## src/rtl/core_pkg.sv

```systemverilog
`default_nettype none
// ============================================================================
// Module      : core_pkg
// Description : Shared core types and constants: load/store size codes,
//               MEM control bit layout and the LSU state encoding.
// Revision    : 1.0 - initial release
// ============================================================================
package core_pkg;

    // Load/store size codes carried in mem_ctrl[4:2]
    typedef enum logic [2:0] {
        LDST_B  = 3'b000,
        LDST_H  = 3'b001,
        LDST_W  = 3'b010,
        LDST_BU = 3'b100,
        LDST_HU = 3'b101
    } ldst_e;

    // MEM control bundle layout
    localparam int MEM_CTRL_W   = 5;
    localparam int MEMREAD_BIT  = 0;
    localparam int MEMWRITE_BIT = 1;
    localparam int LDST_LSB     = 2;

    // LSU access state
    typedef enum logic [0:0] {
        IDLE = 1'b0,
        BUSY = 1'b1
    } lsu_state_e;

    // log2 of the access size in bytes; unknown codes behave as a word
    function automatic logic [1:0] ldst_size_log2(input logic [2:0] ldst);
        logic [1:0] size;
        case (ldst)
            LDST_B, LDST_BU: size = 2'd0;
            LDST_H, LDST_HU: size = 2'd1;
            default:         size = 2'd2;
        endcase
        return size;
    endfunction

endpackage : core_pkg
`default_nettype wire

```

## src/rtl/lsu_align.sv

```systemverilog
`default_nettype none
// ============================================================================
// Module      : lsu_align
// Description : Combinational lane alignment for data-memory accesses.
//               Produces byte enables and lane-replicated store data, and
//               selects/extends the addressed lane of a read word.
//               The low offset bits are truncated to the natural alignment
//               of the access size.
// Revision    : 1.0 - initial release
// ============================================================================
module lsu_align
    import core_pkg::*;
#(
    parameter int DATA_W = 32,
    parameter int OFF_W  = $clog2(DATA_W / 8)
) (
    input  logic [2:0]          i_ldst,
    input  logic [OFF_W-1:0]    i_off,
    input  logic [DATA_W-1:0]   i_wdata,
    input  logic [DATA_W-1:0]   i_rdata,
    output logic [DATA_W/8-1:0] o_be,
    output logic [DATA_W-1:0]   o_wdata,
    output logic [DATA_W-1:0]   o_rdata
);

    localparam int c_NB = DATA_W / 8;

    logic [1:0]        w_size;
    logic [OFF_W-1:0]  w_off_al;
    logic [DATA_W-1:0] w_shift;
    logic [DATA_W-1:0] w_word_ext;

    // Size decode and offset truncated to the natural alignment
    always_comb begin
        w_size   = ldst_size_log2(i_ldst);
        w_off_al = i_off;
        case (w_size)
            2'd1:    w_off_al[0]   = 1'b0;
            2'd2:    w_off_al[1:0] = 2'b00;
            default: ;
        endcase
    end

    // Byte enables: a 1/2/4-byte group starting at the aligned offset
    always_comb begin
        case (w_size)
            2'd0:    o_be = c_NB'(1)     << w_off_al;
            2'd1:    o_be = c_NB'(2'b11) << w_off_al;
            default: o_be = c_NB'(4'hF)  << w_off_al;
        endcase
    end

    // Store data: the source unit is repeated across every lane
    always_comb begin
        o_wdata = '0;
        for (int i = 0; i < c_NB; i++) begin
            case (w_size)
                2'd0:    o_wdata[i*8 +: 8] = i_wdata[7:0];
                2'd1:    o_wdata[i*8 +: 8] = i_wdata[(i % 2)*8 +: 8];
                default: o_wdata[i*8 +: 8] = i_wdata[(i % 4)*8 +: 8];
            endcase
        end
    end

    assign w_shift = i_rdata >> {w_off_al, 3'b000};

    // A word on a wider datapath is sign-extended like a byte or half
    generate
        if (DATA_W > 32) begin : g_wide_word
            assign w_word_ext = {{(DATA_W-32){w_shift[31]}}, w_shift[31:0]};
        end else begin : g_native_word
            assign w_word_ext = w_shift;
        end
    endgenerate

    // Load formatting: pick the lane, then sign- or zero-extend
    always_comb begin
        case (i_ldst)
            LDST_B:  o_rdata = {{(DATA_W-8){w_shift[7]}},   w_shift[7:0]};
            LDST_BU: o_rdata = {{(DATA_W-8){1'b0}},         w_shift[7:0]};
            LDST_H:  o_rdata = {{(DATA_W-16){w_shift[15]}}, w_shift[15:0]};
            LDST_HU: o_rdata = {{(DATA_W-16){1'b0}},        w_shift[15:0]};
            default: o_rdata = w_word_ext;
        endcase
    end

endmodule : lsu_align
`default_nettype wire

```

## src/rtl/stage_mem_lsu.sv

```systemverilog
`default_nettype none
// ============================================================================
// Module      : stage_mem_lsu
// Description : MEM pipeline stage with a variable-latency req/ack data port.
//               Launches one access per memory instruction, stalls upstream
//               until mem_ack (or timeout abort), then registers the result
//               for WB. Non-memory instructions pass through in one cycle.
//               Optional macro MEM_MISALIGN_TRAP_EN adds a 'misalign' output
//               and suppresses misaligned halfword/word accesses.
// Revision    : 1.0 - initial release
// ============================================================================
module stage_mem_lsu
    import core_pkg::*;
#(
    parameter int DATA_W    = 32,
    parameter int REGS_W    = 5,
    parameter int WB_CTRL_W = 2,
    parameter int TIMEOUT   = 255
) (
    input  logic                  clk,
    input  logic                  rst_n,
    input  logic                  valid_in,
    input  logic [MEM_CTRL_W-1:0] mem_ctrl_in,
    input  logic [WB_CTRL_W-1:0]  wb_ctrl_in,
    input  logic [REGS_W-1:0]     rd_in,
    input  logic [DATA_W-1:0]     addr_in,
    input  logic [DATA_W-1:0]     wdata_in,
    output logic                  stall_out,
    output logic                  valid_out,
    output logic [WB_CTRL_W-1:0]  wb_ctrl_out,
    output logic [REGS_W-1:0]     rd_out,
    output logic [DATA_W-1:0]     addr_out,
    output logic [DATA_W-1:0]     data_out,
    output logic                  bus_err,
    output logic                  mem_req,
    output logic                  mem_we,
    output logic [DATA_W-1:0]     mem_addr,
    output logic [DATA_W/8-1:0]   mem_be,
    output logic [DATA_W-1:0]     mem_wdata,
    input  logic                  mem_ack,
    input  logic [DATA_W-1:0]     mem_rdata
`ifdef MEM_MISALIGN_TRAP_EN
    ,
    output logic                  misalign
`endif
);

    localparam int c_NB    = DATA_W / 8;
    localparam int c_OFF_W = $clog2(c_NB);
    localparam int c_CNT_W = (TIMEOUT > 1) ? $clog2(TIMEOUT + 1) : 1;

    lsu_state_e          r_state;
    lsu_state_e          w_state_nxt;
    logic [c_CNT_W-1:0]  r_cnt;

    logic                w_memread;
    logic                w_memwrite;
    logic                w_memop;
    logic [2:0]          w_ldst_in;
    logic                w_misal;
    logic                w_timeout;
    logic                w_launch;
    logic                w_complete;
    logic                w_abort;
    logic                w_stall;

    // Instruction held while the access is outstanding
    logic [2:0]          r_ldst;
    logic [c_OFF_W-1:0]  r_off;
    logic                r_is_load;
    logic [WB_CTRL_W-1:0] r_p_wb;
    logic [REGS_W-1:0]   r_p_rd;
    logic [DATA_W-1:0]   r_p_addr;

    logic [2:0]          w_al_ldst;
    logic [c_OFF_W-1:0]  w_al_off;
    logic [c_NB-1:0]     w_be;
    logic [DATA_W-1:0]   w_wdata_lane;
    logic [DATA_W-1:0]   w_rdata_fmt;

    assign w_memread  = valid_in & mem_ctrl_in[MEMREAD_BIT];
    assign w_memwrite = valid_in & mem_ctrl_in[MEMWRITE_BIT];
    assign w_memop    = w_memread | w_memwrite;
    assign w_ldst_in  = mem_ctrl_in[LDST_LSB +: 3];

`ifdef MEM_MISALIGN_TRAP_EN
    // Halfword at an odd address, or word not on a 4-byte boundary
    always_comb begin
        w_misal = 1'b0;
        if (w_memop) begin
            case (ldst_size_log2(w_ldst_in))
                2'd1:    w_misal = addr_in[0];
                2'd2:    w_misal = |addr_in[1:0];
                default: w_misal = 1'b0;
            endcase
        end
    end
`else
    assign w_misal = 1'b0;
`endif

    // Abort fires in the BUSY cycle where the wait count reaches TIMEOUT
    generate
        if (TIMEOUT > 0) begin : g_timeout
            assign w_timeout = (r_cnt == c_CNT_W'(TIMEOUT - 1));
        end else begin : g_no_timeout
            assign w_timeout = 1'b0;
        end
    endgenerate

    // The aligner sees the incoming op in IDLE and the held op in BUSY
    assign w_al_ldst = (r_state == BUSY) ? r_ldst : w_ldst_in;
    assign w_al_off  = (r_state == BUSY) ? r_off  : addr_in[c_OFF_W-1:0];

    lsu_align #(
        .DATA_W (DATA_W),
        .OFF_W  (c_OFF_W)
    ) u_align (
        .i_ldst  (w_al_ldst),
        .i_off   (w_al_off),
        .i_wdata (wdata_in),
        .i_rdata (mem_rdata),
        .o_be    (w_be),
        .o_wdata (w_wdata_lane),
        .o_rdata (w_rdata_fmt)
    );

    // State register
    always_ff @(posedge clk or negedge rst_n) begin
        if (!rst_n) r_state <= IDLE;
        else        r_state <= w_state_nxt;
    end

    // Next-state: launch on a memory op, leave BUSY on ack or abort
    always_comb begin
        w_state_nxt = r_state;
        case (r_state)
            IDLE:    if (w_launch) w_state_nxt = BUSY;
            BUSY:    if (mem_ack || w_timeout) w_state_nxt = IDLE;
            default: w_state_nxt = IDLE;
        endcase
    end

    // FSM outputs: stall is released in the ack or abort cycle only
    always_comb begin
        w_launch   = 1'b0;
        w_complete = 1'b0;
        w_abort    = 1'b0;
        w_stall    = 1'b0;
        case (r_state)
            IDLE: begin
                w_launch = w_memop & ~w_misal;
                w_stall  = w_launch;
            end
            BUSY: begin
                w_complete = mem_ack;
                w_abort    = ~mem_ack & w_timeout;
                w_stall    = ~mem_ack & ~w_timeout;
            end
            default: ;
        endcase
    end

    // Upstream must never see a stall while the stage is held in reset
    assign stall_out = w_stall & rst_n;

    // Wait counter: cleared at launch, counts every BUSY cycle
    always_ff @(posedge clk or negedge rst_n) begin
        if (!rst_n)                r_cnt <= '0;
        else if (w_launch)         r_cnt <= '0;
        else if (r_state == BUSY)  r_cnt <= r_cnt + c_CNT_W'(1);
    end

    // Memory port: captured at launch, held until ack or abort
    always_ff @(posedge clk or negedge rst_n) begin
        if (!rst_n) begin
            mem_req   <= 1'b0;
            mem_we    <= 1'b0;
            mem_addr  <= '0;
            mem_be    <= '0;
            mem_wdata <= '0;
        end else if (w_launch) begin
            mem_req   <= 1'b1;
            mem_we    <= w_memwrite;
            mem_addr  <= {addr_in[DATA_W-1:c_OFF_W], {c_OFF_W{1'b0}}};
            mem_be    <= w_be;
            mem_wdata <= w_wdata_lane;
        end else if (w_complete || w_abort) begin
            mem_req   <= 1'b0;
            mem_we    <= 1'b0;
        end
    end

    // Pending instruction fields, consumed when the access completes
    always_ff @(posedge clk or negedge rst_n) begin
        if (!rst_n) begin
            r_ldst    <= '0;
            r_off     <= '0;
            r_is_load <= 1'b0;
            r_p_wb    <= '0;
            r_p_rd    <= '0;
            r_p_addr  <= '0;
        end else if (w_launch) begin
            r_ldst    <= w_ldst_in;
            r_off     <= addr_in[c_OFF_W-1:0];
            r_is_load <= w_memread & ~w_memwrite;
            r_p_wb    <= wb_ctrl_in;
            r_p_rd    <= rd_in;
            r_p_addr  <= addr_in;
        end
    end

    // WB output registers and the bus-error pulse
    always_ff @(posedge clk or negedge rst_n) begin
        if (!rst_n) begin
            valid_out   <= 1'b0;
            wb_ctrl_out <= '0;
            rd_out      <= '0;
            addr_out    <= '0;
            data_out    <= '0;
            bus_err     <= 1'b0;
        end else begin
            valid_out <= 1'b0;
            bus_err   <= 1'b0;
            if (r_state == IDLE) begin
                if (valid_in && !w_memop) begin
                    valid_out   <= 1'b1;
                    wb_ctrl_out <= wb_ctrl_in;
                    rd_out      <= rd_in;
                    addr_out    <= addr_in;
                    data_out    <= '0;
                end
            end else if (w_complete) begin
                valid_out   <= 1'b1;
                wb_ctrl_out <= r_p_wb;
                rd_out      <= r_p_rd;
                addr_out    <= r_p_addr;
                data_out    <= r_is_load ? w_rdata_fmt : '0;
            end else if (w_abort) begin
                bus_err <= 1'b1;
            end
        end
    end

`ifdef MEM_MISALIGN_TRAP_EN
    // One-cycle trap pulse; the instruction is dropped without a request
    always_ff @(posedge clk or negedge rst_n) begin
        if (!rst_n) misalign <= 1'b0;
        else        misalign <= (r_state == IDLE) & w_misal;
    end
`endif

endmodule : stage_mem_lsu
`default_nettype wire

```

## config.mk

```make
export PLATFORM = sky130hd
export DESIGN_NAME = stage_mem_lsu
export DESIGN_NICKNAME = d
export VERILOG_FILES = /design/src/rtl/core_pkg.sv /design/src/rtl/lsu_align.sv /design/src/rtl/stage_mem_lsu.sv
export SDC_FILE = /design/constraint.sdc
export NUM_CORES = 1
export LEC_CHECK = 0
export ABC_AREA = 1
export CAP_MARGIN = 20
export CORE_MARGIN = 5
export CORE_UTILIZATION = 41
export DETAILED_ROUTE_END_ITERATION = 16
export GPL_TIMING_DRIVEN = 0
export MAX_ROUTING_LAYER = met4
export PLACE_DENSITY = 0.76
export REMOVE_ABC_BUFFERS = 1
export SLEW_MARGIN = 20
export SYNTH_ARGS = -nofsm -noshare
export SYNTH_HDL_FRONTEND = slang
export SYNTH_SLANG_ARGS = --single-unit
```

## constraint.sdc

```tcl
create_clock -name clk -period 1.8 [get_ports clk]
set_clock_uncertainty 0.05 [all_clocks]
set_input_delay 0.45 -clock clk [delete_from_list [all_inputs] [get_ports clk]]
set_output_delay 0.45 -clock clk [all_outputs]
set_load 0.02 [all_outputs]
```

==> flow_metrics.tcl <==
set metrics [dict create \
    clock_tree.htree_level_count 4 \
    timing.hold.ws_ns -0.113 \
    synth_edf_count 0 \
    dp_worst_setup_slack_ns -2.14 \
    status "finished, violations left" \
    postSynthAreaPerCell_um2 7.96 \
    async_flop_share 1.00 \
    yosys.cell_count.top_type "sky130_fd_sc_hd__nand2_1" \
    netlist_instances 934 \
    slew_viol_final 0 \
    numCtsBuffers 17 \
    flow.area_growth_from_synthesis_pct 65.9 \
    grt_overflow_total 0 \
    post_route_cells_drive_above_1_share 0.194 \
    routed-via-count 7900 \
    netlist_top_cells_count "sky130_fd_sc_hd__nand2_1 (423), sky130_fd_sc_hd__dfrtp_1 (163), sky130_fd_sc_hd__nor2_1 (83)" \
    cts.sinks 163 \
    antenna-diode-count 0 \
    grt_use_total 0.268 \
    setup_repair_after_global_routing_missed_its_margin "true" \
    place_area_um2 10100 \
    port_buffers 253 \
    hpwl_after_detailed_placement_mm 15.1 \
    ir_worst_vdd_mv 0.909 \
    path_max_fanout 4 \
    gp_routability_congestion 0.867 \
    yosys_warnings 0 \
    die_w_um 145 \
    worstSetupPathType "flip-flop to primary output" \
    number_of_global_route_vias_before_repair 7714 \
    post-route-util 0.689 \
    final.period_utilization 1.23 \
    violations "hold timing, setup timing" \
    worst-endpoint-required_ns 1.30 \
    synthesis_stage_register_bit_count 163 \
    drt-total-wl_mm 28.2 \
    hold_violations_final 81 \
    worst_hold_path_type "input pin to async pin" \
    grt_antenna_before_repair 0 \
    num-nets-final 1380 \
    drtPass1Iterations 6 \
    num-fill-cells 1428 \
    timing.critical_path.to_type "primary output" \
    worst_r2r_path_depth 12 \
    floorplan.die.height_um 145 \
    cts_tree "done" \
    core_box_area_um2 17900 \
    final_cell_area_um2 12300 \
    drt_drc_violations_left 0 \
    route.antenna.remaining_nets 0 \
    synth_seq_area_share 0.549 \
    synth_area_leader_cell "sky130_fd_sc_hd__dfrtp_1" \
    max_clock_freq_mhz 453 \
    largest_net_degree_at_the_start_of_global_routing 84 \
    design.die.area_um2 20900 \
    drt_first_iter_violations 499 \
    worst_skew_pair.late_latency_ns 0.42 \
    startpoint_type "flip-flop" \
    max_slew.worst_pin.slew_ns 0.593 \
    multi_input_area_um2 3590 \
    global_route_wire_length_before_repair_mm 42.0 \
    top_level_ports 256 \
    wl_per_cell_um 18.7 \
    synth_top_area_share 0.549 \
    power.density_cell_area_nw_per_um2 1420 \
    max_cap_violations 0 \
    postSynth.topFlopCell "sky130_fd_sc_hd__dfrtp_1" \
    p_total_mw 17.5 \
    clock_tree.buffer_depth 2 \
    finalSetupViolations 50 \
    clkSlewWorstSetupHoldPaths_ns 0.07 \
    std_cell_rows 49 \
    cts-root-buf "sky130_fd_sc_hd__clkbuf_16" \
    final-seq-area_um2 4080 \
    power.leakage_nw 6.08 \
    critPathArrivalTime_ns 1.71 \
    worst_slew_margin_rel 0.604 \
    detail_route.vias_per_cell 5.24 \
    mappedNetlistArea_um2 7430 \
    floorplan.initialDensity 0.415 \
    netlist-cell-type-count 32 \
    ys_top_cells_by_area "sky130_fd_sc_hd__dfrtp_1 (55%), sky130_fd_sc_hd__nand2_1 (21%), sky130_fd_sc_hd__nor2_1 (4.2%)" \
    setup_ws_ns -0.408 \
    timing.final.crit_period_ns 2.21 \
]
power breakdown:
group	internal, mW	total [mW]	switching (mW)
logic	3.40	8.39	4.99
clock network	1.87	3.48	1.60
registers	4.92	5.66	0.745
total	10.2	17.5	7.33
cell families (layout without fill, tap and decap cells):
kind of cell               after synthesis  after routing  synth area share
adders and majority gates                2              2           0.00337
other                                    1              2          0.000504
and+or+nand+nor                        560            568             0.303
muxes                                    1              1           0.00135
AOI/OAI and AO/OA                      122            123            0.0924
DFF                                    163            163             0.549
buffers and inverters                   85            420            0.0503
state kept, by name, indices dropped and copies added, names as in the netlist:
register     cells
r_is_load        1
r_p_rd           5
data_out        32
addr_out        32
r_off            1
rd_out           5
mem_be           4
valid_out        1
r_p_addr        31
r_ldst           3
mem_we           1
r_p_wb           2
bus_err          1
r_state          1
mem_wdata       32
r_cnt            8
wb_ctrl_out      2
mem_req          1
layout by cell type (no fill, tap or decap), types with 3 or more instances in the layout:
cell type / n
sky130_fd_sc_hd__nor3_1: 3
sky130_fd_sc_hd__nand2_2: 27
sky130_fd_sc_hd__nand3_4: 9
sky130_fd_sc_hd__inv_6: 9
sky130_fd_sc_hd__clkbuf_16: 19
sky130_fd_sc_hd__nand2_1: 385
sky130_fd_sc_hd__buf_16: 5
sky130_fd_sc_hd__a21oi_4: 9
sky130_fd_sc_hd__buf_12: 10
sky130_fd_sc_hd__dfrtp_1: 162
sky130_fd_sc_hd__clkinvlp_4: 5
sky130_fd_sc_hd__buf_4: 42
sky130_fd_sc_hd__clkdlybuf4s50_1: 109
sky130_fd_sc_hd__buf_6: 34
sky130_fd_sc_hd__nor2_2: 5
sky130_fd_sc_hd__a21oi_1: 10
sky130_fd_sc_hd__nand4_1: 5
sky130_fd_sc_hd__dlygate4sd2_1: 141
sky130_fd_sc_hd__inv_1: 22
sky130_fd_sc_hd__nor2_4: 6
sky130_fd_sc_hd__nand2_8: 7
sky130_fd_sc_hd__nand2_4: 13
sky130_fd_sc_hd__o21ai_0: 30
sky130_fd_sc_hd__a21oi_2: 7
sky130_fd_sc_hd__nand3_2: 8
sky130_fd_sc_hd__nor2_1: 75
sky130_fd_sc_hd__a31oi_1: 44
sky130_fd_sc_hd__o21ai_1: 10
sky130_fd_sc_hd__or2_0: 4
sky130_fd_sc_hd__o21ai_2: 8
sky130_fd_sc_hd__nand3_1: 18
layout make-up:
type                            instances  area share
Sequential cell                       163       0.331
Multi-Input combinational cell        696       0.291
Timing Repair Buffer                  349       0.286
Clock buffer                           21      0.0373
Tap cell                              229      0.0232
Inverter                               32      0.0178
Clock inverter                         11     0.00761
Timing Repair inverter                  7     0.00639
timing repair:
action | in CTS | in global routing
setup buffers | 69 | 21
gates cloned | 20 | 3
hold endpoints to repair | 81 | 81
resized for setup | 272 | 86
pin swaps | 33 | 48
setup endpoints to repair | 301 | 114
worst max-delay path: stages (launching register included):
cell	delay, ns
sky130_fd_sc_hd__dfrtp_4	0.52
sky130_fd_sc_hd__buf_12	0.14
sky130_fd_sc_hd__nand2_4	0.05
sky130_fd_sc_hd__inv_2	0.03
sky130_fd_sc_hd__nand4_1	0.08
sky130_fd_sc_hd__nor2_2	0.05
sky130_fd_sc_hd__nor2_2	0.11
sky130_fd_sc_hd__and3_1	0.17
sky130_fd_sc_hd__buf_6	0.12
metal layers:
layer / GRT usage / share of wire / vias up
met1: 0.344 / 0.40 / 3766
met5: - / 0 / -
met2: 0.414 / 0.48 / 414
met3: 0.0654 / 0.098 / 47
met4: 0.0997 / 0.021 / 0
li1: - / - / 3673
metrics by stage:
step / TNS [ns] / instances / hold WS, ns
finish: -10.40 / 1508 / -0.113
floorplan: -305.43 / 882 / 0.104
global placement: -1830.05 / 1364 / 0.407
detailed placement: -226.32 / 1369 / 0.415
CTS: -7.59 / 1490 / -0.0873
global route: -13.84 / 1508 / -0.0863
path summary, 6_finish.rpt:
| path | start | endpoint | slack [ns] |
|---|---|---|---|
| setup / recovery | r_state$_DFF_PN0_ | stall_out | -0.41 |
| max in group asynchronous | rst_n | addr_out[6]$_DFFE_PN0P_ | 1.16 |
| hold / removal | rst_n | addr_out[24]$_DFFE_PN0P_ | -0.11 |
| min in group clk | mem_req$_DFFE_PN0P_ | mem_req$_DFFE_PN0P_ | 0.42 |
| hold reg to reg | mem_req$_DFFE_PN0P_ | mem_req$_DFFE_PN0P_ | 0.42 |
| setup reg to reg | r_state$_DFF_PN0_ | data_out[31]$_DFFE_PN0P_ | -0.35 |
No activity file was read; power rests on OpenSTA's default activity.
